**config.mk**
```make
export PLATFORM = sky130hd
export DESIGN_NAME = mem_ctrl
export DESIGN_NICKNAME = d
export VERILOG_FILES = /design/src/rtl/mem_ctrl.sv
export SDC_FILE = /design/constraint.sdc
export NUM_CORES = 1
export LEC_CHECK = 0
export CAP_MARGIN = 20
export CORE_ASPECT_RATIO = 1.2
export CORE_MARGIN = 5
export CORE_UTILIZATION = 52
export DETAILED_ROUTE_END_ITERATION = 10
export PLACE_DENSITY_LB_ADDON = 0.2
export SYNTH_ARGS = -nofsm -noshare
export SYNTH_HDL_FRONTEND = slang
export SYNTH_SLANG_ARGS = --single-unit
export TNS_END_PERCENT = 5
```
**constraint.sdc**
```tcl
create_clock -name clk -period 5.2 [get_ports clk]
set_input_delay 1.04 -clock clk [delete_from_list [all_inputs] [get_ports clk]]
set_output_delay 1.04 -clock clk [all_outputs]
set_load 0.01 [all_outputs]
```
**src/rtl/mem_ctrl.sv**
```systemverilog
// mem_ctrl - arbitrates the byte-wide RAM port between instruction fetch
// (always 4-byte refills) and the load/store buffer (1/2/4-byte accesses).
// Each request is serialised into byte accesses; read bytes are assembled
// little-endian and a one-cycle done pulse goes to the owning requester.
//
// Ports:
//   clk, rst            clock, synchronous active-high reset
//   rdy                 global enable; low freezes every register
//   if_to_mc_*          fetch request (level, held until done)
//   mc_to_if_*          fetch done pulse / fetched word
//   lsb_to_mc_*         load/store request (level, held until done)
//   mc_to_lsb_*         load/store done pulse / zero-extended load data
//   rob_to_mc_flush     rollback: aborts reads, blocks grants
//   mem_din/dout/a/wr   byte RAM port (read data arrives one cycle late)
//   io_buffer_full      stalls writes into IO space (addr >= IO_BASE)
//
// Build option: define MC_RR_ARB_EN to replace fixed LSB priority with
// round-robin arbitration on simultaneous requests.
module mem_ctrl #(
    parameter int                    ADDR_WIDTH = 32,
    parameter logic [ADDR_WIDTH-1:0] IO_BASE    = ADDR_WIDTH'(32'h00030000)
) (
    input  logic                  clk,
    input  logic                  rst,
    input  logic                  rdy,
    input  logic                  if_to_mc_enable,
    input  logic [ADDR_WIDTH-1:0] if_to_mc_pc,
    output logic                  mc_to_if_done,
    output logic [31:0]           mc_to_if_result,
    input  logic                  lsb_to_mc_enable,
    input  logic                  lsb_to_mc_wr,
    input  logic [ADDR_WIDTH-1:0] lsb_to_mc_addr,
    input  logic [2:0]            lsb_to_mc_len,
    input  logic [31:0]           lsb_to_mc_data,
    output logic                  mc_to_lsb_done,
    output logic [31:0]           mc_to_lsb_result,
    input  logic                  rob_to_mc_flush,
    input  logic [7:0]            mem_din,
    output logic [7:0]            mem_dout,
    output logic [ADDR_WIDTH-1:0] mem_a,
    output logic                  mem_wr,
    input  logic                  io_buffer_full
);

    typedef enum logic [1:0] {IDLE, READ, WRITE, DONE} state_t;

    localparam logic OWN_IF  = 1'b0;
    localparam logic OWN_LSB = 1'b1;

    state_t                state_q, state_n;
    logic [ADDR_WIDTH-1:0] addr_q, addr_n;
    logic [2:0]            len_q, len_n;
    logic [2:0]            cnt_q, cnt_n;
    logic                  owner_q, owner_n;
    logic [31:0]           wdata_q, wdata_n;
    logic [31:0]           rbuf_q, rbuf_n;

    logic [ADDR_WIDTH-1:0] mem_a_n;
    logic [7:0]            mem_dout_n;
    logic                  mem_wr_n;
    logic                  if_done_n, lsb_done_n;
    logic [31:0]           if_result_n, lsb_result_n;

    logic                  pick_lsb;
    logic [2:0]            rd_idx;
    logic [1:0]            cap_idx;
    logic [ADDR_WIDTH-1:0] wr_addr;

`ifdef MC_RR_ARB_EN
    logic rr_last_q, rr_last_n;
`endif

    always_comb begin
        state_n      = state_q;
        addr_n       = addr_q;
        len_n        = len_q;
        cnt_n        = cnt_q;
        owner_n      = owner_q;
        wdata_n      = wdata_q;
        rbuf_n       = rbuf_q;
        mem_a_n      = mem_a;
        mem_dout_n   = mem_dout;
        mem_wr_n     = mem_wr;
        if_done_n    = 1'b0;   // done is only ever a single-cycle pulse
        lsb_done_n   = 1'b0;
        if_result_n  = mc_to_if_result;
        lsb_result_n = mc_to_lsb_result;
`ifdef MC_RR_ARB_EN
        rr_last_n    = rr_last_q;
        if (lsb_to_mc_enable && if_to_mc_enable)
            pick_lsb = (rr_last_q == OWN_IF);
        else
            pick_lsb = lsb_to_mc_enable;
`else
        pick_lsb     = lsb_to_mc_enable;
`endif
        // Read edge k: cnt_q = k-1 on entry (cnt is 0 at the grant edge).
        rd_idx  = cnt_q + 3'd1;
        cap_idx = 2'(rd_idx - 3'd2);
        wr_addr = addr_q + ADDR_WIDTH'(cnt_q);

        case (state_q)
            IDLE: begin
                if (!rob_to_mc_flush && (lsb_to_mc_enable || if_to_mc_enable)) begin
                    owner_n  = pick_lsb ? OWN_LSB : OWN_IF;
                    addr_n   = pick_lsb ? lsb_to_mc_addr : if_to_mc_pc;
                    if (!pick_lsb || (lsb_to_mc_len != 3'd1 && lsb_to_mc_len != 3'd2))
                        len_n = 3'd4;
                    else
                        len_n = lsb_to_mc_len;
                    wdata_n  = lsb_to_mc_data;
                    rbuf_n   = '0;
                    cnt_n    = '0;
                    mem_a_n  = pick_lsb ? lsb_to_mc_addr : if_to_mc_pc;
                    mem_wr_n = 1'b0;
                    state_n  = (pick_lsb && lsb_to_mc_wr) ? WRITE : READ;
`ifdef MC_RR_ARB_EN
                    rr_last_n = pick_lsb ? OWN_LSB : OWN_IF;
`endif
                end
            end
            READ: begin
                if (rob_to_mc_flush) begin
                    state_n  = IDLE;
                    mem_wr_n = 1'b0;
                end else begin
                    cnt_n = rd_idx;
                    if (rd_idx < len_q)
                        mem_a_n = addr_q + ADDR_WIDTH'(rd_idx);
                    // RAM data lags the address by one cycle, so the byte
                    // landing now belongs to the address issued two edges ago.
                    if (rd_idx >= 3'd2)
                        rbuf_n[8*cap_idx +: 8] = mem_din;
                    if (rd_idx == len_q + 3'd1) begin
                        state_n = DONE;
                        if (owner_q == OWN_LSB) begin
                            lsb_done_n   = 1'b1;
                            lsb_result_n = rbuf_n;
                        end else begin
                            if_done_n   = 1'b1;
                            if_result_n = rbuf_n;
                        end
                    end
                end
            end
            WRITE: begin
                // Flush is deliberately ignored: the store is committed.
                if (cnt_q == len_q) begin
                    mem_wr_n   = 1'b0;
                    lsb_done_n = 1'b1;
                    state_n    = DONE;
                end else if (wr_addr >= IO_BASE && io_buffer_full) begin
                    mem_wr_n = 1'b0;
                end else begin
                    mem_a_n    = wr_addr;
                    mem_dout_n = wdata_q[8*cnt_q[1:0] +: 8];
                    mem_wr_n   = 1'b1;
                    cnt_n      = cnt_q + 3'd1;
                end
            end
            DONE: begin
                // Requests are not sampled here so a requester dropping its
                // enable after done is never granted a second time.
                state_n = IDLE;
            end
            default: state_n = IDLE;
        endcase
    end

    always_ff @(posedge clk) begin
        if (rst) begin
            state_q          <= IDLE;
            addr_q           <= '0;
            len_q            <= '0;
            cnt_q            <= '0;
            owner_q          <= OWN_IF;
            wdata_q          <= '0;
            rbuf_q           <= '0;
            mem_a            <= '0;
            mem_dout         <= '0;
            mem_wr           <= 1'b0;
            mc_to_if_done    <= 1'b0;
            mc_to_lsb_done   <= 1'b0;
            mc_to_if_result  <= '0;
            mc_to_lsb_result <= '0;
`ifdef MC_RR_ARB_EN
            rr_last_q        <= OWN_LSB;
`endif
        end else if (rdy) begin
            state_q          <= state_n;
            addr_q           <= addr_n;
            len_q            <= len_n;
            cnt_q            <= cnt_n;
            owner_q          <= owner_n;
            wdata_q          <= wdata_n;
            rbuf_q           <= rbuf_n;
            mem_a            <= mem_a_n;
            mem_dout         <= mem_dout_n;
            mem_wr           <= mem_wr_n;
            mc_to_if_done    <= if_done_n;
            mc_to_lsb_done   <= lsb_done_n;
            mc_to_if_result  <= if_result_n;
            mc_to_lsb_result <= lsb_result_n;
`ifdef MC_RR_ARB_EN
            rr_last_q        <= rr_last_n;
`endif
        end
    end

endmodule
```
==> flow_summary.toml <==
[placed_design]
pre_cts_slack_ns = 1.13
portBuffers = 221
gp_congestion = 0.958
dp_cells = 1794
placed_area_mm2 = 0.0132
dp_hpwl_um = 25000

[grt]
grt_pass1_wl_um = 55500
grt_max_degree = 77
overflow = 0
antenna_found_initial = 1
track_usage = 0.279
first_global_vias = 10608

[clock_tree]
clk_pin_slew_worst_paths_ns = 0.06
cts_htree_levels = 1
cts_resized = 0
cts_sinks = 212
cts_max_path_buffers = 3
clock_latency_ns = 0.51
cts_buffers = 22
post-cts-setup-buffers = 0
cts_tree = "yes"
postCtsHoldBufs = 0
cts_root_buf = "clkbuf_16"

[power]
fin_total_pwr_mw = 4.31
p_per_area_mw_per_mm2 = 306
ir_worst_vdd_uv = 250
p_leak_nw = 4.77

[logic_synthesis]
synth_ff_type = "dfxtp_1"
ys_seq_area_frac = 0.384
postSynthCellCount = 1412
syn-cell-area_mm2 = 0.0111
synth_cell_types = 73
synth_top_cell_by_area = "dfxtp_1"
synth_nets = 1549
synth_mux_area_frac = 0.0528
synth_adder_area_share = 0.0263
synth_xor_area_frac = 0.0111
yosys-top-cells-area = "dfxtp_1 (38%), a211oi_1 (7.4%), a21oi_1 (6.9%), nor2_1 (6.8%), nand2_1 (5.8%)"
synth_top_family_by_area = "compound AO/OA/AOI/OAI gates"
synthArstFlopShare = 0
yosysWarnings = 0
synth_top_area_frac = 0.384
synth_compound_area_frac = 0.263
synth_edf_count = 0
avgSynthCellArea_um2 = 7.83
synth_simple_gate_area_frac = 0.210
ys_seq_elements = 212

[routing]
wl_per_cell_um = 19.2
drt_first_iter_violations = 1027
firstDrtPassIters = 6
viasPerCell = 6.05
antenna_left = 0
vias = 11109
wl_um = 35300
drc = 0

[timing]
setup_viol = 0
max_slew_margin = 0.313
max_slew.worst_pin.slew_ns = 1.03
final.setup.tns_ns = 0
max_freq_ghz = 0.236
rsz0062_at_grt = "false"
fin_crit_sh = 0.814
timing.final.ws_setup_ns = 0.966
slew_violations = 0
hold_violations = 0
skew_ns = 0.0140
period_needed_ns = 4.23

[critical_path]
cp.required_ns = 5.63
rr_worst_depth = 12
cp_max_fo = 17
worstSetupPathType = "flop to flop"
start_kind = "flop"
rrSetupSlack_ns = 0.97
regToRegStartpoint = "cnt_q[0]"
cp-end-kind = "flop"
endpoint = "mem_a[26]"
arrival_ns = 4.67
reg2reg_to = "mem_a[26]"
timing.critical_path.from = "cnt_q[0]"

[floorplanning]
num_rows = 58
core_area_mm2 = 0.0210
io_pins = 222
die_w_um = 143
start_util = 0.527
die_y_um = 170
die_area_mm2 = 0.0243

[min_path]
hp-class = "flop to flop"

[layout]
nets = 1687
design_area_mm2 = 0.0141
drive_above_1_share = 0.0607
areaGrowthSynthToFinish_pct = 27.6
stdcell_count = 1836
num_antenna_cells = 0

[flow_run]
drv_cap = 0

[outcome]
status = "finished clean"
## critical path: stages, from the launching register on
cell and delay [ns]:
dfxtp_1 0.36, buf_4 0.29, ha_1 0.26, xor2_1 0.39, ha_1 0.26, nor2b_1 0.33, o2111a_1 0.40, nand3b_1 0.20
o22a_1 0.28, or3b_2 0.45, a311oi_1 0.61, nand3_1 0.17, o21ai_0 0.13
## where the power goes
group          internal (mW)  switching, mW  leakage, nW
Sequential              1.70         0.0892         1.72
Combinational          0.332          0.441         2.65
Clock                   1.09          0.653        0.392
Total                   3.13           1.18         4.77
## placed cells by master, fill, tap and decap left out, types with 6 or more instances in the layout
| cell type | instances |
|---|---|
| a31oi_1 | 19 |
| nand2_1 | 172 |
| ha_1 | 20 |
| nor3_1 | 50 |
| dfxtp_1 | 212 |
| and2_1 | 7 |
| nor4_1 | 8 |
| mux2i_1 | 37 |
| clkbuf_16 | 23 |
| nor2_1 | 201 |
| xor2_1 | 10 |
| inv_1 | 20 |
| o211ai_1 | 12 |
| mux4_2 | 8 |
| nand3_1 | 23 |
| a21oi_1 | 152 |
| o21a_1 | 11 |
| and4_1 | 6 |
| o21ai_0 | 50 |
| nand4_1 | 22 |
| clkbuf_8 | 6 |
| o31ai_1 | 15 |
| buf_4 | 19 |
| clkdlybuf4s50_1 | 219 |
| a211oi_1 | 109 |
## area by class of cell
type / instances / area [µm²]
tap: 270 / 338
inverter: 21 / 78.8
sequential: 212 / 4240
clock inverter: 7 / 140
clock buffer: 33 / 673
timing repair buffer: 242 / 2400
multi-input combinational: 1051 / 6240
fill: 1836 / 6860
## flip-flops by register name, indices dropped and copies added (netlist names)
| signal | count |
|---|---|
| state_q | 2 |
| wdata_q | 32 |
| mem_dout | 8 |
| owner_q | 1 |
| mc_to_if_result | 32 |
| rbuf_q | 32 |
| mc_to_if_done | 1 |
| mem_a | 32 |
| len_q | 3 |
| mem_wr | 1 |
| addr_q | 32 |
| mc_to_lsb_result | 32 |
| cnt_q | 3 |
| mc_to_lsb_done | 1 |
## logic make-up after synthesis
| logic type | after synthesis |
|---|---|
| AOI/OAI and AO/OA | 442 |
| muxes | 48 |
| DFF | 212 |
| adders and majority gates | 22 |
| xor gates and xnor gates | 14 |
| and+or+nand+nor | 525 |
| buffers and inverters | 149 |
## layer usage
metal  routed length (µm)  track usage
met5                   12            0
met4                 1430        0.117
met3                 2680       0.0536
met2                17400        0.482
met1                13800        0.338
## through the flow
stage	util	hold WS [ns]
after floorplan	-	0.433
after detailed placement	0.632	0.446
final	0.673	0.453
after global routing	0.673	0.470
after global placement	0.632	0.440
after CTS	0.671	0.454
## cells in the mapped netlist, types with 22 or more instances
library cell and n:
o21ai_0 50, mux2i_1 37, nand3_1 23, a211oi_1 109
clkbuf_1 95, dfxtp_1 212, a21oi_1 152, nand2_1 172
nor2_1 201, nand4_1 22, nor3_1 50
## worst min-delay path by stage
stage / start / to / cells past startpoint
final: wdata_q[12] / wdata_q[12] / 2
after global routing: wdata_q[10] / wdata_q[10] / 2
after CTS: wdata_q[29] / wdata_q[29] / 2
after detailed placement: wdata_q[29] / wdata_q[29] / 2
after global placement: wdata_q[26] / wdata_q[26] / 2
after floorplan: wdata_q[16] / wdata_q[16] / 2
No activity file was read; power rests on OpenSTA's default activity.
